$ cat config.mk
export PLATFORM = sky130hd
export DESIGN_NAME = mmmul_stream_driver
export DESIGN_NICKNAME = d
export VERILOG_FILES = /design/src/rtl/mmmul_stream_driver.sv
export SDC_FILE = /design/constraint.sdc
export NUM_CORES = 2
export LEC_CHECK = 0
export CAP_MARGIN = 20
export CORE_AREA = 2 2 634 636
export DETAILED_ROUTE_END_ITERATION = 8
export DIE_AREA = 0 0 636 638
export HOLD_SLACK_MARGIN = 0.02
export PLACE_DENSITY = 0.34
export SYNTH_ARGS = -nofsm -noshare
export SYNTH_HDL_FRONTEND = slang
export SYNTH_SLANG_ARGS = --single-unit
$ cat constraint.sdc
create_clock -name clk -period 59.7 [get_ports clk]
set_input_delay 11.94 -clock clk [delete_from_list [all_inputs] [get_ports clk]]
set_output_delay 11.94 -clock clk [all_outputs]
set_load 0.05 [all_outputs]
$ cat src/rtl/mmmul_stream_driver.sv
// mmmul_stream_driver: initiator-side controller for the mmmul matrix multiplier.
// Collects matrix1 then matrix2 from a float32 valid/ready stream, runs mmmul,
// captures the product and streams it back out row-major with a last flag.
// Optional watchdog on the RUN state: define MMMUL_DRV_TIMEOUT_EN.
module mmmul_stream_driver #(
  parameter int ROWS1          = 4,
  parameter int COLS1          = 4,
  parameter int ROWS2          = 4,
  parameter int COLS2          = 4,
  parameter int TIMEOUT_CYCLES = 4096
) (
  input  logic                     clk,
  input  logic                     rst,
  input  logic                     s_valid,
  output logic                     s_ready,
  input  logic [31:0]              s_data,
  output logic                     m_valid,
  input  logic                     m_ready,
  output logic [31:0]              m_data,
  output logic                     m_last,
  output logic                     mm_enable,
  input  logic                     mm_done,
  output logic [ROWS1*COLS1*32-1:0] mm_matrix1,
  output logic [ROWS2*COLS2*32-1:0] mm_matrix2,
  input  logic [ROWS1*COLS2*32-1:0] mm_result,
  output logic                     busy,
  output logic                     error
);

  localparam int N1   = ROWS1 * COLS1;
  localparam int N2   = ROWS2 * COLS2;
  localparam int NR   = ROWS1 * COLS2;
  localparam int N12  = (N1 > N2) ? N1 : N2;
  localparam int NMAX = (N12 > NR) ? N12 : NR;
  localparam int CW   = $clog2(NMAX) + 1;

  typedef enum logic [2:0] {LOAD_A, LOAD_B, RUN, DRAIN, WAIT_CLR} state_t;

  state_t          state, next_state;
  logic [CW-1:0]   idx;
  logic [NR*32-1:0] result;
  logic            in_hs, out_hs;
  logic            a_last, b_last, r_last;
  logic            timeout_hit;

  generate
    if (COLS1 != ROWS2) begin : g_dim_check
      $error("mmmul_stream_driver: COLS1 (%0d) must equal ROWS2 (%0d)", COLS1, ROWS2);
    end
    if (TIMEOUT_CYCLES < 1) begin : g_timeout_check
      $error("mmmul_stream_driver: TIMEOUT_CYCLES must be at least 1");
    end
  endgenerate

  assign in_hs  = s_valid && s_ready;
  assign out_hs = m_valid && m_ready;
  assign a_last = (idx == CW'(N1 - 1));
  assign b_last = (idx == CW'(N2 - 1));
  assign r_last = (idx == CW'(NR - 1));

`ifdef MMMUL_DRV_TIMEOUT_EN
  localparam int TW = $clog2(TIMEOUT_CYCLES + 1);
  logic [TW-1:0] run_cnt;

  assign timeout_hit = (state == RUN) && !mm_done && (run_cnt == TW'(TIMEOUT_CYCLES - 1));

  // Watchdog: count cycles spent in RUN and latch a sticky error on expiry
  always_ff @(posedge clk or posedge rst) begin
    if (rst) begin
      run_cnt <= '0;
      error   <= 1'b0;
    end else begin
      run_cnt <= (state == RUN) ? run_cnt + TW'(1) : '0;
      if (timeout_hit) error <= 1'b1;
    end
  end
`else
  assign timeout_hit = 1'b0;
  assign error       = 1'b0;
`endif

  // State register
  always_ff @(posedge clk or posedge rst) begin
    if (rst) state <= LOAD_A;
    else     state <= next_state;
  end

  // Next-state: terminal element indices force each phase change
  always_comb begin
    next_state = state;
    case (state)
      LOAD_A:   if (in_hs && a_last) next_state = LOAD_B;
      LOAD_B:   if (in_hs && b_last) next_state = RUN;
      RUN: begin
        if (mm_done)          next_state = DRAIN;
        else if (timeout_hit) next_state = WAIT_CLR;
      end
      DRAIN:    if (out_hs && r_last) next_state = WAIT_CLR;
      WAIT_CLR: if (!mm_done) next_state = LOAD_A;
      default:  next_state = LOAD_A;
    endcase
  end

  // Element counter, matrix buffers and result capture
  always_ff @(posedge clk or posedge rst) begin
    if (rst) begin
      idx        <= '0;
      mm_matrix1 <= '0;
      mm_matrix2 <= '0;
      result     <= '0;
    end else begin
      case (state)
        LOAD_A: if (in_hs) begin
          for (int i = 0; i < N1; i++)
            if (idx == CW'(i)) mm_matrix1[i*32 +: 32] <= s_data;
          idx <= a_last ? '0 : idx + CW'(1);
        end
        LOAD_B: if (in_hs) begin
          for (int i = 0; i < N2; i++)
            if (idx == CW'(i)) mm_matrix2[i*32 +: 32] <= s_data;
          idx <= b_last ? '0 : idx + CW'(1);
        end
        RUN: begin
          idx <= '0;
          if (mm_done) result <= mm_result;
        end
        DRAIN: if (out_hs) idx <= r_last ? '0 : idx + CW'(1);
        default: idx <= '0;
      endcase
    end
  end

  // Outputs decoded from state; result word selected by the element counter
  always_comb begin
    s_ready   = (state == LOAD_A) || (state == LOAD_B);
    mm_enable = (state == RUN);
    m_valid   = (state == DRAIN);
    m_last    = (state == DRAIN) && r_last;
    busy      = !((state == LOAD_A) && (idx == '0));
    m_data    = '0;
    if (state == DRAIN) begin
      for (int i = 0; i < NR; i++)
        if (idx == CW'(i)) m_data = result[i*32 +: 32];
    end
  end

endmodule

# == After elaboration in Yosys (flattened, before gate mapping) ==
# Index checks and enable logic that the tools add are counted.
# totals
register_bits,1544
output_inout_bits,1062
# op_classes
addsub,1
eq_ne,26
n_mux,27
reduce_logical,46
# op_table
operator,count
2-to-1 mux 32 bit,17
AND reduction 3 bit,32
equality test 5 x 4 -> 1 bit (second input constant),8
equality test 5 x 3 -> 1 bit (second input constant),4
2-to-1 mux 3 bit,5
2-to-1 mux 5 bit,3
case mux 3 bit (5 select lines),1
equality test 5 x 2 -> 1 bit (second input constant),2
case mux 5 bit (2 select lines),1
!= test 2 x 1 -> 1 bit (second input constant),4
equality test 3 x 2 -> 1 bit (second input constant),2
logical AND 1 bit,6
!= test 2 bit (second input constant),3
adder 5 x 1 -> 5 bit (second input constant),1
equality test 5 x 1 -> 1 bit (second input constant),1
zero test 5 bit,1
AND reduction 5 bit,1
AND reduction 2 bit,2
equality test 3 x 1 -> 1 bit (second input constant),1
equality test 3 bit (second input constant),1
zero test 3 bit,1
OR reduction 2 bit,1
zero test 1 bit,1
logical OR 1 bit,1

# == Longest topological paths before layout ==
# depth
ltp_word,18
ltp_mapped,11
mapped_depth_nobuf,7

# == Least setup slack after synthesis ==
# OpenSTA, ideal clock, no wires.
# synth_path
path_kind,register -> output
start,register idx[0]
end,output m_data[17]
arrival_time_ns,2.843
required_ns,47.760
slack_ns,44.917
stages_incl_launch_ff,9
path_buffers,1
cell_sequence,dfrtp_1 > inv_1 > ha_1 > or4b_4 > buf_6 > o32ai_2 > a222oi_1 > or3_1 > a31oi_1
# synth_via
elab_chain_len,18
# synth_rtl
item,line,source
"start, declared",40,logic [CW-1:0] idx;
"start signal, assigned",116,idx <= a_last ? '0 : idx + CW'(1);
"start signal, assigned",121,idx <= b_last ? '0 : idx + CW'(1);
"start signal, assigned",127,DRAIN: if (out_hs) idx <= r_last ? '0 : idx + CW'(1);
zero test 5 bit,143,if (idx == CW'(i)) m_data = result[i*32 +: 32];
2-to-1 mux 32 bit (15 in series),143,
2-to-1 mux 32 bit (*),143,
2-to-1 mux 32 bit (*),141,if (state == DRAIN) begin
"end, declared",19,"output logic [31:0] m_data,"
# Every way passes the cells marked *; elsewhere a longest branch is shown, timed or not.

# == Worst setup path in the final report ==
# layout_path
start,register idx[1]
end,output m_data[14]
# The elaborated chain is that of the path after synthesis.

==> run_summary.xml <==
<?xml version="1.0" encoding="UTF-8"?>
<metrics>
  <group name="sta">
    <metric name="finalHoldViolations" unit="">0</metric>
    <metric name="timing.setup.tns" unit="ns">0</metric>
    <metric name="timing.final.crit_period" unit="ns">17.75</metric>
    <metric name="finClkSkew" unit="ns">0.0751</metric>
    <metric name="final_max_slew_viol_count" unit="">0</metric>
    <metric name="timing.final.crit_share" unit="%">29.7</metric>
    <metric name="setup_viol_count_final" unit="">0</metric>
    <metric name="achievable-frequency" unit="MHz">56.3</metric>
    <metric name="max_slew_margin" unit="%">23.6</metric>
    <metric name="grt_setup_unrepaired" unit="">no</metric>
    <metric name="transition_time_at_the_pin_with_the_least_slew_margin" unit="ns">1.14</metric>
    <metric name="hold_ws" unit="ns">0.485</metric>
  </group>
  <group name="global_route">
    <metric name="grt_pass1_wl" unit="mm">469</metric>
    <metric name="antenna_found_initial" unit="">141</metric>
    <metric name="gr-usage-all-layers" unit="%">17.0</metric>
    <metric name="largest_net_degree_at_the_start_of_global_routing" unit="">162</metric>
    <metric name="via_count_of_the_first_global_routing_pass" unit="">47200</metric>
    <metric name="grt-ovfl-total" unit="">0</metric>
  </group>
  <group name="clock_tree">
    <metric name="htreeDepth" unit="">4</metric>
    <metric name="clkSlewWorstSetupHoldPaths" unit="ns">0.06</metric>
    <metric name="clock_tree.buffer_depth" unit="">4</metric>
    <metric name="clock_sink_count" unit="">1544</metric>
    <metric name="cts_tree" unit="">built</metric>
    <metric name="root_buffer" unit="">sky130_fd_sc_hd__clkbuf_16</metric>
    <metric name="ctsResizeCount" unit="">0</metric>
    <metric name="postCtsHoldBufs" unit="">0</metric>
    <metric name="postCtsSetupBuffers" unit="">0</metric>
    <metric name="insertion_delay" unit="ns">0.88</metric>
    <metric name="cts_buffers" unit="">197</metric>
  </group>
  <group name="logic_synthesis">
    <metric name="ys_top_cells_by_count" unit="">sky130_fd_sc_hd__dfrtp_1, sky130_fd_sc_hd__mux2_2, sky130_fd_sc_hd__clkbuf_1, sky130_fd_sc_hd__nand2_1, sky130_fd_sc_hd__o21ai_0</metric>
    <metric name="most_instantiated_library_cell_after_synthesis" unit="">sky130_fd_sc_hd__dfrtp_1</metric>
    <metric name="ys_types" unit="">71</metric>
    <metric name="ys_seq_area_share" unit="%">61.0</metric>
    <metric name="post_synth_design_cell_area" unit="um2">63400</metric>
    <metric name="syn_inst" unit="">4472</metric>
    <metric name="postSynthNetCount" unit="">5025</metric>
    <metric name="synth-seq-cells" unit="">1544</metric>
    <metric name="synth_area_leaders" unit="">sky130_fd_sc_hd__dfrtp_1, sky130_fd_sc_hd__mux2_2, sky130_fd_sc_hd__o21ai_0</metric>
    <metric name="synth_edf_count" unit="">0</metric>
    <metric name="synthDominantCellAreaShare" unit="%">61.0</metric>
    <metric name="post_synthesis_area_per_instance" unit="um2">14.2</metric>
    <metric name="synthesis.yosys.warnings" unit="">0</metric>
    <metric name="ys.flop_type" unit="">sky130_fd_sc_hd__dfrtp_1</metric>
    <metric name="ys_async_sr_fraction" unit="%">100</metric>
    <metric name="synthDominantAreaCellType" unit="">sky130_fd_sc_hd__dfrtp_1</metric>
  </group>
  <group name="floorplan">
    <metric name="core_area" unit="um2">399000</metric>
    <metric name="rows" unit="">232</metric>
    <metric name="initial_utilization" unit="%">15.9</metric>
    <metric name="height_of_the_die" unit="um">638</metric>
    <metric name="fp.dieArea" unit="um2">406000</metric>
    <metric name="floorplan.die.width" unit="um">636</metric>
    <metric name="floorplan.io_pins" unit="">1611</metric>
  </group>
  <group name="critical_path">
    <metric name="crit_path_end_kind" unit="">output pin</metric>
    <metric name="flop2flop_setup_slack" unit="ns">54.69</metric>
    <metric name="critical_path_peak_fanout" unit="">69</metric>
    <metric name="cp.required" unit="ns">47.76</metric>
    <metric name="timing.critical_path.arrival" unit="ns">5.81</metric>
    <metric name="critPathLaunch" unit="">idx[1]</metric>
    <metric name="timing.rr.start" unit="">state[1]</metric>
    <metric name="critical_setup_path_class" unit="">reg2out</metric>
    <metric name="startpoint_type_of_the_worst_setup_path" unit="">register</metric>
  </group>
  <group name="placement">
    <metric name="globalplace.congestion" unit="">0.803</metric>
    <metric name="dpl-instance-area" unit="um2">85500</metric>
    <metric name="buffer_ports.inserted" unit="">1609</metric>
    <metric name="dp.cells" unit="">11100</metric>
    <metric name="dp_hpwl" unit="mm">263</metric>
  </group>
  <group name="detailed_routing">
    <metric name="drtPass1Iterations" unit="">7</metric>
    <metric name="ratio_of_routed_vias_to_standard_cells" unit="">3.97</metric>
    <metric name="detail_route.wirelength" unit="mm">357</metric>
    <metric name="drc_errors" unit="">0</metric>
    <metric name="post_drt_wl_per_cell" unit="um">31.1</metric>
    <metric name="dr_total_vias" unit="">45500</metric>
    <metric name="final_antenna_net_count" unit="">0</metric>
    <metric name="drt_iter0_markers" unit="">2581</metric>
  </group>
  <group name="flow_run">
    <metric name="cap_violations" unit="">0</metric>
  </group>
  <group name="status">
    <metric name="outcome" unit="">finished, final reports clean</metric>
  </group>
  <group name="cells_and_area">
    <metric name="n_fill_cell" unit="">42300</metric>
    <metric name="nNetsFinal" unit="">6566</metric>
    <metric name="area.growth.synth_to_final" unit="%">45.6</metric>
    <metric name="final-instance-count-excl-fill" unit="">11500</metric>
    <metric name="sequential_cell_area" unit="um2">38600</metric>
    <metric name="multi_input_comb_area" unit="um2">23100</metric>
    <metric name="layout.cell_area.non_filler" unit="um2">92200</metric>
    <metric name="post_route_cells_drive_above_1_share" unit="%">31.8</metric>
  </group>
  <group name="pwr">
    <metric name="max-vdd-ir-drop" unit="mV">0.0246</metric>
    <metric name="overall_power_consumption" unit="W">0.00504</metric>
    <metric name="power-per-cell-area" unit="nW/um2">54.6</metric>
    <metric name="leakage" unit="nW">41.2</metric>
  </group>
  <group name="min_path">
    <metric name="timing.hold.worst.class" unit="">reg2reg</metric>
    <metric name="holdCritStartpoint" unit="">mm_matrix2[420]</metric>
  </group>
</metrics>
through the flow:
step	setup slack, ns	utilization [%]
final	41.95	23.1
after global routing	41.60	23.1
after CTS	41.83	23.1
after detailed placement	42.81	21.5
after global placement	42.08	21.5
after floorplan	4.20	-
kinds of logic after synthesis:
kind of cell	Yosys count	synth area share (%)
adders and majority gates	4	0.0790
muxes	1482	26.3
AOI/OAI and AO/OA	594	6.26
buffers and inverters	465	3.32
DFF	1544	61.0
and+or+nand+nor	382	3.03
other	1	0.00592
area by class of cell:
class                   instances  share of cell area [%]
well taps                    5265                    7.14
repair buffers               1730                    18.4
diodes                         32                  0.0868
multi-input cells            2463                    25.0
clock inverters                56                   0.750
clock buffers                 299                    6.36
inverters                      77                   0.321
flip-flops and latches       1544                    41.9
placed cells by master, fill, tap and decap left out, drive strengths merged, types with 6 or more instances in the layout:
cell type and count:
a211o 10, a211oi 13, a21o 24, a21oi 147, a221o 28, a221oi 34
a22oi 6, a2bb2oi 10, a31oi 21, a32oi 6, buf 144, bufinv 10
clkbuf 299, clkdlybuf4s50 1586, clkinv 37, dfrtp 1544, diode 32, inv 81
mux2 1482, nand2 157, nand3 11, nand4bb 6, nor2 103, nor2b 15
nor3 18, nor3b 16, nor4 9, nor4bb 7, o2111ai 12, o211ai 19
o21ai 153, o221ai 16, o22ai 15, o2bb2ai 9, o311ai 6, o31a 8
o32ai 34
final timing paths:
kind | to | cells after the start
min in group asynchronous | mm_matrix2[352] | 2
min reg2reg | mm_matrix2[420] | 1
max reg2reg | result[268] | 6
min | mm_matrix2[420] | 1
max in group asynchronous | result[452] | 6
max | m_data[14] | 12
state kept, by name, summed over array words and instances, names as in the netlist:
name,flops
idx,5
mm_matrix1,512
mm_matrix2,512
result,512
state,3
layer usage:
layer	up-vias	wire, um	track usage (%)	share of wire [%]
met1	24100	131000	18.3	37
met3	512	21900	4.34	6.1
met4	120	9030	3.91	2.5
met5	-	760	0	0.21
met2	1547	194000	32.8	55
li1	19200	-	-	-
power breakdown:
part	leakage (nW)	internal, W	switching, W	total (W)
clock network	3.22	0.000720	0.000508	0.00123
registers	20.7	0.00135	0.000175	0.00152
logic	17.3	0.000764	0.00152	0.00229
worst max-delay path, stage by stage (launching register included):
cell	delay, ns
sky130_fd_sc_hd__dfrtp_1	0.46
sky130_fd_sc_hd__inv_1	0.18
sky130_fd_sc_hd__ha_4	0.15
sky130_fd_sc_hd__buf_4	0.62
sky130_fd_sc_hd__buf_4	0.70
sky130_fd_sc_hd__inv_1	0.12
sky130_fd_sc_hd__buf_4	0.30
sky130_fd_sc_hd__a32o_1	0.32
sky130_fd_sc_hd__a221o_1	0.34
sky130_fd_sc_hd__a2111oi_0	0.47
sky130_fd_sc_hd__buf_1	0.22
sky130_fd_sc_hd__o22ai_1	0.22
sky130_fd_sc_hd__clkdlybuf4s50_1	0.79
(Power assumes the default switching activity.)
